## config.mk

```make
export PLATFORM = sky130hd
export DESIGN_NAME = hazard_scheduler
export DESIGN_NICKNAME = d
export VERILOG_FILES = /design/src/rtl/hazard_scheduler.sv
export SDC_FILE = /design/constraint.sdc
export NUM_CORES = 1
export LEC_CHECK = 0
export ABC_AREA = 1
export BUFFER_PORTS_ARGS = -buffer_cell sky130_fd_sc_hd__buf_2
export CORE_AREA = 2 2 57 59
export CTS_BUF_LIST = sky130_fd_sc_hd__clkbuf_8
export CTS_CLUSTER_DIAMETER = 40
export DETAILED_ROUTE_END_ITERATION = 16
export DIE_AREA = 0 0 59 61
export PLACE_DENSITY_LB_ADDON = 0.05
export SLEW_MARGIN = 20
export SYNTH_ARGS = -nofsm -noshare
export SYNTH_HDL_FRONTEND = slang
export SYNTH_SLANG_ARGS = --single-unit
```

## constraint.sdc

```tcl
create_clock -name clk -period 3.5 [get_ports clk]
set_clock_uncertainty 0.05 [all_clocks]
set_input_delay 0.35 -clock clk [delete_from_list [all_inputs] [get_ports clk]]
set_output_delay 0.35 -clock clk [all_outputs]
set_load 0.02 [all_outputs]
```

## src/rtl/hazard_scheduler.sv

```systemverilog
// Pipeline hazard controller: EX/MEM/WB writer scoreboard, operand forwarding,
// load-use bubbles, mispredict flushes and memory-wait freezes. Optional perf counters: HAZARD_PERF_CNT_EN.
module hazard_scheduler #(
    parameter int LOAD_USE_CYCLES = 1,
    parameter int FLUSH_CYCLES    = 1,
    parameter int CNT_W           = 32
) (
    input  logic             clk,
    input  logic             rst_n,
    input  logic             id_valid,
    input  logic [4:0]       id_src1,
    input  logic [4:0]       id_src2,
    input  logic             id_use1,
    input  logic             id_use2,
    input  logic [4:0]       id_dest,
    input  logic             id_wr,
    input  logic             id_load,
    input  logic             ex_mispredict,
    input  logic             mem_req,
    input  logic             mem_ack,
    output logic             fwd_depends_1,
    output logic             fwd_depends_2,
    output logic             fwd_stalls_1,
    output logic             fwd_stalls_2,
    output logic [1:0]       fwd_sel_1,
    output logic [1:0]       fwd_sel_2,
    output logic             pc_write,
    output logic             ifid_write,
    output logic             ifid_flush,
    output logic             idex_bubble,
    output logic             pipe_freeze
`ifdef HAZARD_PERF_CNT_EN
    ,
    output logic [CNT_W-1:0] perf_stall_cnt,
    output logic [CNT_W-1:0] perf_flush_cnt
`endif
);

    typedef struct packed {
        logic       valid;
        logic [4:0] dest;
        logic       load;
    } sb_entry_t;

    typedef enum logic {RUN, FLUSH} state_t;

    genvar gi;
    genvar si;

    sb_entry_t  sb_q [3];
    sb_entry_t  sb_d [3];
    state_t     state_q, state_d;
    logic [1:0] cnt_q, cnt_d;
    logic       pend_q, pend_d;

    logic       freeze;
    logic       redirect;
    logic       pc_write_c, ifid_write_c, flush_c, bubble_c;
    logic [4:0] src_v [2];
    logic [1:0] use_v;
    logic [1:0] dep_v, stl_v;
    logic [1:0] sel_v [2];

    assign src_v[0] = id_src1;
    assign src_v[1] = id_src2;
    assign use_v    = {id_use2, id_use1};

    // Per-operand lookup; stage 0 (EX) is the youngest writer and wins.
    for (gi = 0; gi < 2; gi++) begin : g_fwd
        logic [2:0] hit;
        logic [2:0] late;
        logic [1:0] sel;
        logic       stl;

        for (si = 0; si < 3; si++) begin : g_stage
            assign hit[si]  = sb_q[si].valid && (sb_q[si].dest == src_v[gi]);
            assign late[si] = sb_q[si].load && (si < LOAD_USE_CYCLES);
        end

        always_comb begin
            sel = 2'b00;
            stl = 1'b0;
            if (dep_v[gi]) begin
                if (hit[0]) begin
                    sel = 2'b01;
                    stl = late[0];
                end else if (hit[1]) begin
                    sel = 2'b10;
                    stl = late[1];
                end else begin
                    sel = 2'b11;
                    stl = late[2];
                end
            end
        end

        assign dep_v[gi] = use_v[gi] && (src_v[gi] != 5'd0) && (|hit);
        assign stl_v[gi] = stl;
        assign sel_v[gi] = sel;
    end

    assign freeze   = mem_req && !mem_ack;
    assign redirect = ex_mispredict || pend_q;

    always_comb begin
        state_d      = state_q;
        cnt_d        = cnt_q;
        pend_d       = pend_q;
        pc_write_c   = 1'b1;
        ifid_write_c = 1'b1;
        flush_c      = 1'b0;
        bubble_c     = 1'b0;
        if (freeze) begin
            pc_write_c   = 1'b0;
            ifid_write_c = 1'b0;
            if (ex_mispredict) pend_d = 1'b1;
        end else if (redirect) begin
            // A new redirect (also one arriving mid-flush) restarts the flush window.
            flush_c  = 1'b1;
            bubble_c = 1'b1;
            pend_d   = 1'b0;
            if (FLUSH_CYCLES > 1) begin
                state_d = FLUSH;
                cnt_d   = 2'(FLUSH_CYCLES - 2);
            end else begin
                state_d = RUN;
            end
        end else if (state_q == FLUSH) begin
            flush_c  = 1'b1;
            bubble_c = 1'b1;
            if (cnt_q == 2'd0) state_d = RUN;
            else               cnt_d   = cnt_q - 2'd1;
        end else if (|stl_v) begin
            pc_write_c   = 1'b0;
            ifid_write_c = 1'b0;
            bubble_c     = 1'b1;
        end
    end

    always_comb begin
        for (int i = 0; i < 3; i++) sb_d[i] = sb_q[i];
        if (!freeze) begin
            sb_d[2] = sb_q[1];
            sb_d[1] = sb_q[0];
            sb_d[0] = '0;
            if (id_valid && id_wr && (id_dest != 5'd0) && !bubble_c && !flush_c) begin
                sb_d[0].valid = 1'b1;
                sb_d[0].dest  = id_dest;
                sb_d[0].load  = id_load;
            end
        end
    end

    always_ff @(posedge clk or negedge rst_n) begin
        if (!rst_n) begin
            for (int i = 0; i < 3; i++) sb_q[i] <= '0;
            state_q <= RUN;
            cnt_q   <= 2'd0;
            pend_q  <= 1'b0;
        end else begin
            for (int i = 0; i < 3; i++) sb_q[i] <= sb_d[i];
            state_q <= state_d;
            cnt_q   <= cnt_d;
            pend_q  <= pend_d;
        end
    end

    // Controls are forced to their idle values while reset is asserted.
    assign pc_write      = !rst_n || pc_write_c;
    assign ifid_write    = !rst_n || ifid_write_c;
    assign ifid_flush    = rst_n && flush_c;
    assign idex_bubble   = rst_n && bubble_c;
    assign pipe_freeze   = rst_n && freeze;
    assign fwd_depends_1 = rst_n && dep_v[0];
    assign fwd_depends_2 = rst_n && dep_v[1];
    assign fwd_stalls_1  = rst_n && stl_v[0];
    assign fwd_stalls_2  = rst_n && stl_v[1];
    assign fwd_sel_1     = rst_n ? sel_v[0] : 2'b00;
    assign fwd_sel_2     = rst_n ? sel_v[1] : 2'b00;

`ifdef HAZARD_PERF_CNT_EN
    logic [CNT_W-1:0] stall_cnt_q, stall_cnt_d;
    logic [CNT_W-1:0] flush_cnt_q, flush_cnt_d;

    always_comb begin
        stall_cnt_d = stall_cnt_q;
        flush_cnt_d = flush_cnt_q;
        if (bubble_c && !flush_c && !(&stall_cnt_q)) stall_cnt_d = stall_cnt_q + 1'b1;
        if (flush_c && !(&flush_cnt_q))              flush_cnt_d = flush_cnt_q + 1'b1;
    end

    always_ff @(posedge clk or negedge rst_n) begin
        if (!rst_n) begin
            stall_cnt_q <= '0;
            flush_cnt_q <= '0;
        end else begin
            stall_cnt_q <= stall_cnt_d;
            flush_cnt_q <= flush_cnt_d;
        end
    end

    assign perf_stall_cnt = stall_cnt_q;
    assign perf_flush_cnt = flush_cnt_q;
`endif

endmodule
```

# Yosys cells after proc, flatten, opt, wreduce, memory -nomap -nowiden
# Cells that the tools add are included.
# word_totals
elab_cells	89
out_inout_bits	13
ff_bits	23
# op_classes
addsub	1
reduce_logical	38
eq_ne	7
muxes	30
n_bitwise	3
# op_table
operator	count
equality test 5 bit	6
2-to-1 mux 1 bit	23
logical AND 1 bit	22
nonzero test 5 bit	3
2-to-1 mux 2 bit	6
2-to-1 mux 7 bit	1
OR reduction 3 bit	2
logical NOT 1 bit	4
AND reduction 4 bit	1
inverter 1 bit	3
logical NOT 2 bit	1
logical OR 1 bit	2
!= test 2 bit, second input constant	1
AND reduction 2 bit	1
nonzero test 2 bit	1
OR reduction 2 bit	1
subtractor 2 x 1 -> 2 bit, second input constant	1

# Longest topological paths before layout
# logic_depth
word_depth	14
ltp_mapped	11
mapped_depth_nobuf	11

# Least setup slack after synthesis
# OpenSTA, ideal clock, no wires.
# synth_path
kind	register to output
from	register sb_q[15] (netlist name)
to	output fwd_stalls_2
path_stages_with_launch	11
arrival_time_ns	1.636
slack_ns	1.464
n_path_buf	0
path_cell_list	dfrtp_1 -> inv_2 -> nand2_1 -> nand2_1 -> nor2_2 -> nand3_2 -> nand3_2 -> nand2_1 -> nor2_2 -> inv_2 -> nor3_1
# synth_between
elab_chain_len	6
# synth_rtl
item	line_no	source
equality test 5 bit *	76	assign hit[si] = sb_q[si].valid && (sb_q[si].dest == src_v[gi]);
logical AND 1 bit *	76	
OR reduction 3 bit	97	assign dep_v[gi] = use_v[gi] && (src_v[gi] != 5'd0) && (|hit);
logical AND 1 bit	97	
2-to-1 mux 1 bit *	83	if (dep_v[gi]) begin
logical AND 1 bit *	177	assign fwd_stalls_2 = rst_n && stl_v[1];
end: declaration	24	output logic fwd_stalls_2,
# Mark *: on every way between the ends. The rest lies on a longest branch, timed or not.

# Worst setup path in the final report
# layout_path
from	register sb_q[17] (netlist name)
to	output fwd_sel_1[1]
# layout_between
elab_chain_len	6
# layout_rtl
item	line_no	source
equality test 5 bit *	76	
logical AND 1 bit *	76	
OR reduction 3 bit	97	
logical AND 1 bit	97	
2-to-1 mux 2 bit *	83	
2-to-1 mux 2 bit *	178	assign fwd_sel_1 = rst_n ? sel_v[0] : 2'b00;
end: declaration	25	output logic [1:0] fwd_sel_1,
# Marks and branches as above.

==> flow_summary.yaml <==
global_route:
  grt_first_pass_wirelength_microns: 6000
  groute.usage.overall_pct: 22.4
  grt_pass1_vias: 1375
  grt_max_degree: 32
  number_of_antenna_violations_at_the_first_check_in_global_routing: 0
  grt_overflow_total: 0
critical_path:
  worst_path_largest_cell_delay_ns: 0.42
  endpoint_kind: "output port"
  ff2ff_setup_slack_ns: 1.87
  critical-path-top-delay-family: "flip-flops"
  worstSetupPathType: "flop to output port"
  crit_path_start_kind: "flop"
  cp.buffers_inverters: 4
  cp_common_cell: "sky130_fd_sc_hd__nand2_1"
  r2r-start: "sb_q[15]"
  timing.critical_path.required_ns: 3.10
  critical_path.max_fanout: 4
  crit_path_cell_trace: "inv_1, nand2_1, a21oi_1, nand3_1, nand3_1, nand2_1, inv_2, nand2_1, inv_1, buf_2"
  arrival_ns: 1.82
  worstSetupStartpoint: "sb_q[17]"
  crit_slowest_cell: "sky130_fd_sc_hd__dfrtp_1"
placed_design:
  post-place-cells: 314
  port-buffer-count: 37
  dp_hpwl_microns: 3000
  gp_congestion: 0.892
floorplan:
  die_w_microns: 59
  die_height_microns: 61
  design.die.area_sq_um: 3600
  std_cell_rows: 20
  top_level_ports: 38
  initial_utilization_pct: 53.1
  design.core.area_sq_um: 2950
synthesis:
  number_of_library_cell_types_mapped_by_synthesis: 22
  yosys.area_share.adder_pct: 0.799
  main_combinational_cell_family_by_area_after_synthesis: "simple AND/OR/NAND/NOR gates"
  ys_ff_latch: 23
  synth.cell_area_sq_um: 1570
  synthesis.nets: 272
  ys_warn_count: 0
  syn_avg_cell_area_sq_um: 6.37
  syn-instance-count: 246
  synth_compound_gate_area_share_pct: 12.2
  synthMuxAreaShare_pct: 0
  synth-xor-area-share_pct: 0.559
  synth-seq-area-share_pct: 36.7
  yosys.area_share.simple_pct: 38.9
job:
  max_cap_viol_count: 0
cts:
  cts.sinks: 23
  cts_made_buffers: 3
  clk_root_buffer_cell: "sky130_fd_sc_hd__clkbuf_8"
  cts_htree_levels: 1
  worst_setup_hold_path_clk_slew_ns: 0.08
  clock_tree.buffer_depth: 2
  postCtsSetupRepairBufs: 0
  cts_tree: "yes"
  cts_hold_buf: 0
  clk-insertion-delay-late_ns: 0.26
  ctsResizeCount: 0
sta:
  rsz0062_at_grt: "no"
  fin_setup_tns_ns: 0
  fin_crit_ns: 2.22
  timing.final.max_slew_violations: 0
  max-slew-margin-rel_pct: 71.7
  final.period_utilization_pct: 63.4
  timing_worst_slew_pin_value_ns: 0.424
  fin_hold_ws_ns: 0.0157
  fmax_mhz: 451
  setup-violations-final: 0
  hold_viol: 0
detailed_routing:
  vias_per_cell: 5.10
  detail_route.first_pass.iterations: 5
  total_routed_wirelength_microns: 3790
  wl_per_cell_microns: 11.9
  drt_first_iter_violations: 99
  route.antenna.remaining_nets: 0
  routed-via-count: 1622
  drc_errors: 0
cells_and_area:
  filler_cell_count: 312
  num_antenna_cells: 0
  area_growth_from_synthesis_to_layout_pct: 17.1
  most-common-layout-cells: "sky130_fd_sc_hd__nand2_1, sky130_fd_sc_hd__buf_2, sky130_fd_sc_hd__inv_1"
  fin_cells: 318
  final_layout_size_suffix_gt1_share_pct: 22.5
  seq_area_sq_um: 576
  final_layout_net_count: 312
  multiInputGateArea_sq_um: 822
  layout_commonest_cell: "sky130_fd_sc_hd__nand2_1"
pwr:
  vdd_ir_drop_max_mv: 0.204
  total_power_mw: 0.571
  pwr_density_cell_nw_per_um2: 311
  total_leakage_power_nw: 1.04
worst_hold_path:
  worst_hold_path_type: "input port to asynchronous set/reset pin"
run_status:
  status: "completed"
## path summary, 6_finish.rpt
| path | to | cells after the start |
|---|---|---|
| worst max register to register | g_fwd[0].late[0] | 11 |
| worst min-delay path | sb_q[19] | 2 |
| min in group clk | sb_q[19] | 3 |
| worst min register to register | cnt_q[1] | 2 |
| max in group asynchronous | sb_q[9] | 2 |
| worst max-delay path | fwd_sel_1[1] | 10 |
## layer usage
metal / vias up / wire, microns / global-route usage, %
met5: - / 0 / 0
met4: 0 / 40 / 7.47
met3: 5 / 169 / 2.56
met2: 43 / 1880 / 37.1
met1: 722 / 1700 / 30.5
li1: 852 / - / -
## stage by stage
| step | instance area (sq um) | utilization [%] | setup slack, ns |
|---|---|---|---|
| after CTS | 1830 | 62.1 | 1.28 |
| after detailed placement | 1790 | 60.6 | 1.48 |
| final | 1830 | 62.1 | 1.28 |
| after global placement | 1790 | 60.6 | 1.50 |
| after global routing | 1830 | 62.1 | 1.11 |
| after floorplan | 1570 | - | 1.46 |
## synth_stat cells, drive strengths merged
master | number | area share (%)
nand4 | 3 | 2.2
inv | 39 | 9.3
buf | 1 | 0.48
clkbuf | 3 | 0.72
nand2 | 89 | 22
ha | 1 | 0.80
nor3 | 3 | 0.96
xor2 | 1 | 0.56
clkinv | 1 | 0.24
nand3 | 19 | 7.0
a21oi | 9 | 2.9
dfrtp | 23 | 37
a31oi | 2 | 0.80
o21ai | 18 | 5.8
o22ai | 7 | 2.8
nor2 | 27 | 6.9
## state kept, by name, summed over array words and instances, names as in the netlist
register    flops
sb_q           18
cnt_q           2
g_fwd.late      1
pend_q          1
state_q         1
## area by class of cell
class,instances,area share [%]
clock buffer,3,2.25
tap,33,2.25
sequential,23,31.4
inverter,40,8.19
timing repair buffer,39,10.9
multi-input combinational,179,44.8
clock inverter,1,0.205
## kinds of logic after synthesis
kind of cell | after synthesis
adder cells (fa/ha/maj) | 1
AO/OA/AOI/OAI | 36
flip-flops | 23
AND/OR/NAND/NOR | 141
XOR/XNOR | 1
buffers and inverters | 44
## power by group
group	leakage, nW	total (mW)	internal [mW]	switching (mW)
Combinational	0.700	0.115	0.0404	0.0747
Sequential	0.311	0.292	0.279	0.0131
Clock	0.0269	0.164	0.0784	0.0859
Total	1.04	0.571	0.397	0.174
(Power assumes the default switching activity.)
